`src/rtl/if_pkg.sv`:
```
// ---------------------------------------------------------------------------
// if_pkg
// Shared definitions for the instruction-fetch prefetch stage.
//   PC_STEP_DEFAULT   sequential fetch increment in bytes
//   RESET_PC_DEFAULT  PC loaded while reset is asserted
//   fetch_entry_t     one prefetch FIFO entry (PC plus instruction word) at the
//                     default 32-bit address/data widths
// ---------------------------------------------------------------------------
package if_pkg;

  localparam int unsigned PC_STEP_DEFAULT      = 4;
  localparam logic [31:0] RESET_PC_DEFAULT     = 32'h0000_0000;
  localparam int          FETCH_ADDR_W_DEFAULT = 32;
  localparam int          FETCH_DATA_W_DEFAULT = 32;

  typedef struct packed {
    logic [FETCH_ADDR_W_DEFAULT-1:0] pc;
    logic [FETCH_DATA_W_DEFAULT-1:0] instr;
  } fetch_entry_t;

endpackage

```
`src/rtl/if_sync_fifo.sv`:
```
// ---------------------------------------------------------------------------
// if_sync_fifo
// Single-clock FIFO holding prefetched instruction entries. The head entry is
// read straight out of the storage array, so a word pushed on one edge is
// visible at the head in the following cycle.
//   clk    in   clock, rising edge
//   rst_n  in   synchronous active-low reset, empties the FIFO
//   push   in   write wdata (accepted when not full, or when popping too)
//   pop    in   drop the head entry (ignored when empty)
//   flush  in   discard every entry; wins over push and pop
//   wdata  in   entry to write
//   rdata  out  head entry (undefined content while empty)
//   count  out  number of stored entries
//   full   out  count == DEPTH
//   empty  out  count == 0
// DEPTH must be a power of two so the pointers wrap naturally.
// ---------------------------------------------------------------------------
module if_sync_fifo
  import if_pkg::*;
#(
  parameter int DEPTH = 4,
  parameter int WIDTH = 64,
  parameter int CNT_W = $clog2(DEPTH) + 1
) (
  input  logic             clk,
  input  logic             rst_n,
  input  logic             push,
  input  logic             pop,
  input  logic             flush,
  input  logic [WIDTH-1:0] wdata,
  output logic [WIDTH-1:0] rdata,
  output logic [CNT_W-1:0] count,
  output logic             full,
  output logic             empty
);

  localparam int PTR_W = $clog2(DEPTH);

  logic [WIDTH-1:0] mem [DEPTH];
  logic [PTR_W-1:0] rd_ptr;
  logic [PTR_W-1:0] wr_ptr;
  logic             do_push;
  logic             do_pop;

  assign full  = (count == CNT_W'(DEPTH));
  assign empty = (count == '0);
  assign rdata = mem[rd_ptr];

  // A push into a full FIFO is only taken when the head leaves in the same cycle.
  assign do_push = push && !flush && (!full || pop);
  assign do_pop  = pop && !flush && !empty;

  always_ff @(posedge clk) begin
    if (do_push) begin
      mem[wr_ptr] <= wdata;
    end
  end

  always_ff @(posedge clk) begin
    if (!rst_n || flush) begin
      rd_ptr <= '0;
      wr_ptr <= '0;
      count  <= '0;
    end else begin
      if (do_push) begin
        wr_ptr <= wr_ptr + PTR_W'(1);
      end
      if (do_pop) begin
        rd_ptr <= rd_ptr + PTR_W'(1);
      end
      case ({do_push, do_pop})
        2'b10:   count <= count + CNT_W'(1);
        2'b01:   count <= count - CNT_W'(1);
        default: count <= count;
      endcase
    end
  end

endmodule

```
`src/rtl/if_prefetch_stage.sv`:
```
// ---------------------------------------------------------------------------
// if_prefetch_stage
// Instruction-fetch stage: sequences the fetch PC, issues requests to an
// in-order variable-latency instruction memory, buffers returned words with
// their PC in a prefetch FIFO and hands them to decode.
//   clk            in   clock, rising edge
//   rst_n          in   synchronous active-low reset
//   i_redirect     in   taken jump/branch: flush and refetch from i_redirect_pc
//   i_redirect_pc  in   redirect target (low two bits ignored)
//   o_imem_req     out  fetch request valid
//   o_imem_addr    out  fetch byte address (word aligned)
//   i_imem_gnt     in   request accepted this cycle
//   i_imem_rvalid  in   response valid, in request order
//   i_imem_rdata   in   response instruction word
//   o_valid        out  instruction available to decode
//   o_instruction  out  head instruction (0 while empty)
//   o_pc           out  PC of head instruction
//   i_ready        in   decode takes the head this cycle
// Optional (macro IF_PERF_COUNTERS_EN):
//   o_fetch_cnt    out  saturating count of instructions handed to decode
//   o_bubble_cnt   out  saturating count of cycles decode was starved
// ---------------------------------------------------------------------------
module if_prefetch_stage
  import if_pkg::*;
#(
  parameter int                DATA_W     = 32,
  parameter int                ADDR_W     = 32,
  parameter int                FIFO_DEPTH = 4,
  parameter logic [ADDR_W-1:0] RESET_PC   = ADDR_W'(RESET_PC_DEFAULT),
  parameter int unsigned       PC_STEP    = PC_STEP_DEFAULT
) (
  input  logic              clk,
  input  logic              rst_n,
  input  logic              i_redirect,
  input  logic [ADDR_W-1:0] i_redirect_pc,
  output logic              o_imem_req,
  output logic [ADDR_W-1:0] o_imem_addr,
  input  logic              i_imem_gnt,
  input  logic              i_imem_rvalid,
  input  logic [DATA_W-1:0] i_imem_rdata,
  output logic              o_valid,
  output logic [DATA_W-1:0] o_instruction,
  output logic [ADDR_W-1:0] o_pc,
  input  logic              i_ready
`ifdef IF_PERF_COUNTERS_EN
  ,
  output logic [31:0]       o_fetch_cnt,
  output logic [31:0]       o_bubble_cnt
`endif
);

  localparam int CNT_W = $clog2(FIFO_DEPTH) + 1;
  // Outstanding requests can exceed FIFO_DEPTH after redirects, since words
  // still in flight to be dropped do not consume credits. Extra headroom bits
  // cover a run of back-to-back redirects against a slow memory.
  localparam int OUT_W = CNT_W + 2;

  typedef struct packed {
    logic [ADDR_W-1:0] pc;
    logic [DATA_W-1:0] instr;
  } entry_t;

  localparam logic [ADDR_W-1:0] STEP     = ADDR_W'(PC_STEP);
  localparam logic [ADDR_W-1:0] RESET_AL = {RESET_PC[ADDR_W-1:2], 2'b00};

  logic [ADDR_W-1:0] fetch_pc;
  logic [ADDR_W-1:0] resp_pc;
  logic [ADDR_W-1:0] redirect_target;
  logic [OUT_W-1:0]  outstanding;
  logic [OUT_W-1:0]  outstanding_nxt;
  logic [OUT_W-1:0]  drop_cnt;
  logic [OUT_W:0]    credit_used;
  logic [CNT_W-1:0]  fifo_count;
  logic              fifo_full;
  logic              fifo_empty;
  logic              req_fire;
  logic              push;
  logic              pop;
  entry_t            push_entry;
  entry_t            head_entry;

  assign redirect_target = {i_redirect_pc[ADDR_W-1:2], 2'b00};

  // Credits: every buffered word plus every in-flight word that will be kept
  // must fit in the FIFO, so a response can always be accepted.
  assign credit_used = (OUT_W+1)'(fifo_count) + {1'b0, outstanding} - {1'b0, drop_cnt};
  assign o_imem_req  = rst_n && !i_redirect && !fifo_full &&
                       (credit_used < (OUT_W+1)'(FIFO_DEPTH));
  assign o_imem_addr = fetch_pc;

  assign req_fire = o_imem_req && i_imem_gnt;
  // Responses during a redirect or while stale words are pending never land.
  assign push     = i_imem_rvalid && !i_redirect && (drop_cnt == '0);
  // A pop coinciding with a redirect is discarded along with the flush.
  assign pop      = o_valid && i_ready && !i_redirect;

  assign push_entry.pc    = resp_pc;
  assign push_entry.instr = i_imem_rdata;

  assign o_valid       = !fifo_empty;
  assign o_instruction = fifo_empty ? '0 : head_entry.instr;
  assign o_pc          = fifo_empty ? resp_pc : head_entry.pc;

  // In-flight request count after this cycle's grant and response.
  always_comb begin
    outstanding_nxt = outstanding;
    if (req_fire) begin
      outstanding_nxt = outstanding_nxt + OUT_W'(1);
    end
    if (i_imem_rvalid) begin
      outstanding_nxt = outstanding_nxt - OUT_W'(1);
    end
  end

  // PC sequencing and drop bookkeeping. On a redirect every request still in
  // flight (after this cycle's response) becomes a word to discard.
  always_ff @(posedge clk) begin
    if (!rst_n) begin
      fetch_pc    <= RESET_AL;
      resp_pc     <= RESET_AL;
      outstanding <= '0;
      drop_cnt    <= '0;
    end else begin
      outstanding <= outstanding_nxt;
      if (i_redirect) begin
        fetch_pc <= redirect_target;
        resp_pc  <= redirect_target;
        drop_cnt <= outstanding_nxt;
      end else begin
        if (req_fire) begin
          fetch_pc <= fetch_pc + STEP;
        end
        if (i_imem_rvalid) begin
          if (drop_cnt != '0) begin
            drop_cnt <= drop_cnt - OUT_W'(1);
          end else begin
            resp_pc <= resp_pc + STEP;
          end
        end
      end
    end
  end

  if_sync_fifo #(
    .DEPTH (FIFO_DEPTH),
    .WIDTH ($bits(entry_t)),
    .CNT_W (CNT_W)
  ) u_fifo (
    .clk   (clk),
    .rst_n (rst_n),
    .push  (push),
    .pop   (pop),
    .flush (i_redirect),
    .wdata (push_entry),
    .rdata (head_entry),
    .count (fifo_count),
    .full  (fifo_full),
    .empty (fifo_empty)
  );

`ifdef IF_PERF_COUNTERS_EN
  // Saturating counters of delivered instructions and starved decode cycles.
  always_ff @(posedge clk) begin
    if (!rst_n) begin
      o_fetch_cnt  <= '0;
      o_bubble_cnt <= '0;
    end else begin
      if (pop && (o_fetch_cnt != '1)) begin
        o_fetch_cnt <= o_fetch_cnt + 32'd1;
      end
      if (i_ready && !o_valid && (o_bubble_cnt != '1)) begin
        o_bubble_cnt <= o_bubble_cnt + 32'd1;
      end
    end
  end
`endif

endmodule

```
`config.mk`:
```
export PLATFORM = sky130hd
export DESIGN_NAME = if_prefetch_stage
export DESIGN_NICKNAME = d
export VERILOG_FILES = /design/src/rtl/if_pkg.sv /design/src/rtl/if_sync_fifo.sv /design/src/rtl/if_prefetch_stage.sv
export SDC_FILE = /design/constraint.sdc
export NUM_CORES = 1
export LEC_CHECK = 0
export BUFFER_PORTS_ARGS = -buffer_cell sky130_fd_sc_hd__buf_2
export CORE_MARGIN = 5
export CORE_UTILIZATION = 60
export DETAILED_ROUTE_END_ITERATION = 8
export PLACE_DENSITY = 0.82
export SYNTH_ARGS = -nofsm -noshare
export SYNTH_HDL_FRONTEND = slang
export SYNTH_SLANG_ARGS = --single-unit
```
`constraint.sdc`:
```
create_clock -name clk -period 11.9 [get_ports clk]
set_input_delay 2.38 -clock clk [delete_from_list [all_inputs] [get_ports clk]]
set_output_delay 2.38 -clock clk [all_outputs]
set_load 0.01 [all_outputs]
```
==> results.json <==
{
  "outcome": "completed",
  "nNetsFinal": 1225,
  "tritoncts": "yes",
  "yosysSeqAreaShare_pct": 64.02,
  "start_util_pct": 60.45,
  "synth_area_per_cell_um2": 14.41,
  "chipWidth_um": 163.3,
  "grt_max_degree": 64,
  "setup-tns-final_ps": 0,
  "die_h_um": 163.3,
  "rows": 56,
  "drc": 0,
  "gp_congestion": 0.8565,
  "rsz0062_at_grt": "no",
  "clock_sinks": 327,
  "worst_ep_required_time_ps": 9520,
  "detailed_place_hpwl_mm": 19.49,
  "hold_violations": 0,
  "grt_use_total_pct": 22.78,
  "ir_drop_mv": 0.1121,
  "antenna_cells": 0,
  "yosys.area.top_type_share_pct": 52.80,
  "via_per_inst": 6.031,
  "cts_hold_buf": 0,
  "whs_ps": 506.0,
  "maxSlewHeadroom_pct": 33.31,
  "hold_path.class": "flip-flop to flip-flop",
  "ant_nets": 0,
  "grt_pass1_vias": 9024,
  "routed_wl_mm": 30.86,
  "syn_to_final_growth_pct": 15.05,
  "antenna_found_initial": 0,
  "setup_violations": 0,
  "ctsResizeCount": 0,
  "first_pass_iters": 5,
  "grt_first_pass_wirelength_mm": 48.44,
  "synthTopCellsByArea": "edfxtp_1 53%, dfxtp_1 11%, mux4_2 9.9%",
  "maxCapViolCount": 0,
  "endpoint_kind": "output pin",
  "critical_path_arrival_ps": 4410,
  "max_freq_ghz": 0.1472,
  "leakagePower_nw": 5.723,
  "fin_skew_ps": 16.53,
  "clkTransAtPathRegs_ps": 70,
  "synthArstFlopShare_pct": 0,
  "synthFlopType": "edfxtp_1",
  "ios": 168,
  "maxSlewViolCount": 0,
  "clk_latency_ps": 550,
  "synth-seq-cells": 327,
  "core_area_mm2": 0.02333,
  "yosysMostFrequentCell": "edfxtp_1",
  "setup.worst_path.class": "primary input to output pin",
  "cp_max_fo": 50,
  "synth.distinct_cells": 65,
  "yosys_warnings": 0,
  "cts_setup_buffers": 0,
  "wire_per_inst_um": 20.86,
  "die_area_mm2": 0.02667,
  "synth_edf_count": 248,
  "syn_area_mm2": 0.01410,
  "synth_cells": 979,
  "io_buffers": 161,
  "yosys-top-cells-count": "248 x edfxtp_1, 79 x dfxtp_1, 67 x nand2_1",
  "cts_made_buffers": 31,
  "reg2reg_setup_slack_ps": 7060,
  "grt.overflow.total": 0,
  "worstMarginPinSlew_ps": 1000,
  "num_vias": 8920,
  "synth.largest_area_cell": "edfxtp_1",
  "final_layout_size_suffix_gt1_share_pct": 28.36,
  "setup.worst_path.start_class": "primary input",
  "root_buffer": "clkbuf_16",
  "drt_iter0_drc": 823,
  "fin_crit_ps": 6794,
  "cts_max_level": 1,
  "powerDensity_mw_per_mm2": 157.0,
  "cts.path.max_buffers": 3,
  "post-route-period-util_pct": 57.10
}
[through the flow]
step	total power [mW]	area (um2)	cells	worst slack (ps)	utilization [%]
2_1_floorplan	1.498	14110	982	6240	-
3_3_place_gp	1.577	15200	1421	5234	65.14
3_5_place_dp	1.588	15200	1421	5192	65.14
4_1_cts	2.559	16230	1479	5166	69.54
5_1_grt	2.645	16230	1479	4964	69.54
6_report	2.548	16230	1479	5106	69.54
[metal layers]
| metal | part of all wire (%) | up-vias | track usage, % |
|---|---|---|---|
| li1 | - | 4057 | - |
| met1 | 42 | 4421 | 32.42 |
| met2 | 48 | 408 | 38.15 |
| met3 | 8.9 | 34 | 4.037 |
| met4 | 0.97 | 0 | 3.622 |
| met5 | 0 | - | 0 |
[critical path, stage by stage]
cell,delay (ps)
buf_2,70
buf_4,410
nand2b_1,360
nor2_1,200
o311a_1,560
and3_1,270
buf_2,140
[final timing paths]
check	from	end	depth (start not counted)
worst max-delay path	rst_n	o_imem_req	7
worst min-delay path	o_imem_addr[15]	o_imem_addr[15]	2
worst max register to register	outstanding[2]	drop_cnt[4]	14
worst min register to register	o_imem_addr[15]	o_imem_addr[15]	2
[layout by cell type, fill, tap and decap left out, types with 17 or more instances in the layout]
| cell | instances |
|---|---|
| nand4_1 | 18 |
| xnor2_1 | 25 |
| clkbuf_16 | 31 |
| and3_1 | 17 |
| mux2_2 | 31 |
| nand3_1 | 36 |
| mux4_2 | 62 |
| edfxtp_1 | 248 |
| o21ai_0 | 28 |
| nand2_1 | 67 |
| buf_2 | 161 |
| a21oi_1 | 48 |
| inv_1 | 29 |
| nor2_1 | 35 |
| dfxtp_1 | 77 |
| xor2_1 | 22 |
| ha_1 | 17 |
| nor2b_1 | 32 |
[power breakdown]
group	internal, mW	switching, mW
sequential	1.27	0.0442
combinational	0.111	0.144
clock	0.574	0.406
[area by class of cell]
cell class	instances	area, um2
sequential	327	9034
tap	319	399.1
clock buffer	42	867.1
multi-input combinational	571	4750
inverter	30	112.6
timing repair buffer	174	903.4
fill	1576	7107
clock inverter	16	160.2
[kinds of logic (layout without fill, tap and decap cells)]
group / after synthesis / after routing / synth area share [%]
other cells: 1 / 4 / 0.02659
xor+xnor: 47 / 47 / 2.919
mux: 98 / 98 / 12.73
flops: 327 / 327 / 64.02
fa+ha+maj: 20 / 20 / 1.934
buf+inv: 84 / 262 / 2.457
compound gates: 142 / 142 / 6.290
simple gates: 260 / 260 / 9.626
[flip-flops by register name, indices dropped and copies added (netlist names), named ones only]
| register | flops |
|---|---|
| drop_cnt | 5 |
| o_imem_addr | 30 |
| outstanding | 5 |
| resp_pc | 30 |
| u_fifo.count | 3 |
| u_fifo.mem | 248 |
| u_fifo.rd_ptr | 2 |
| u_fifo.wr_ptr | 2 |
(Power assumes the default switching activity.)
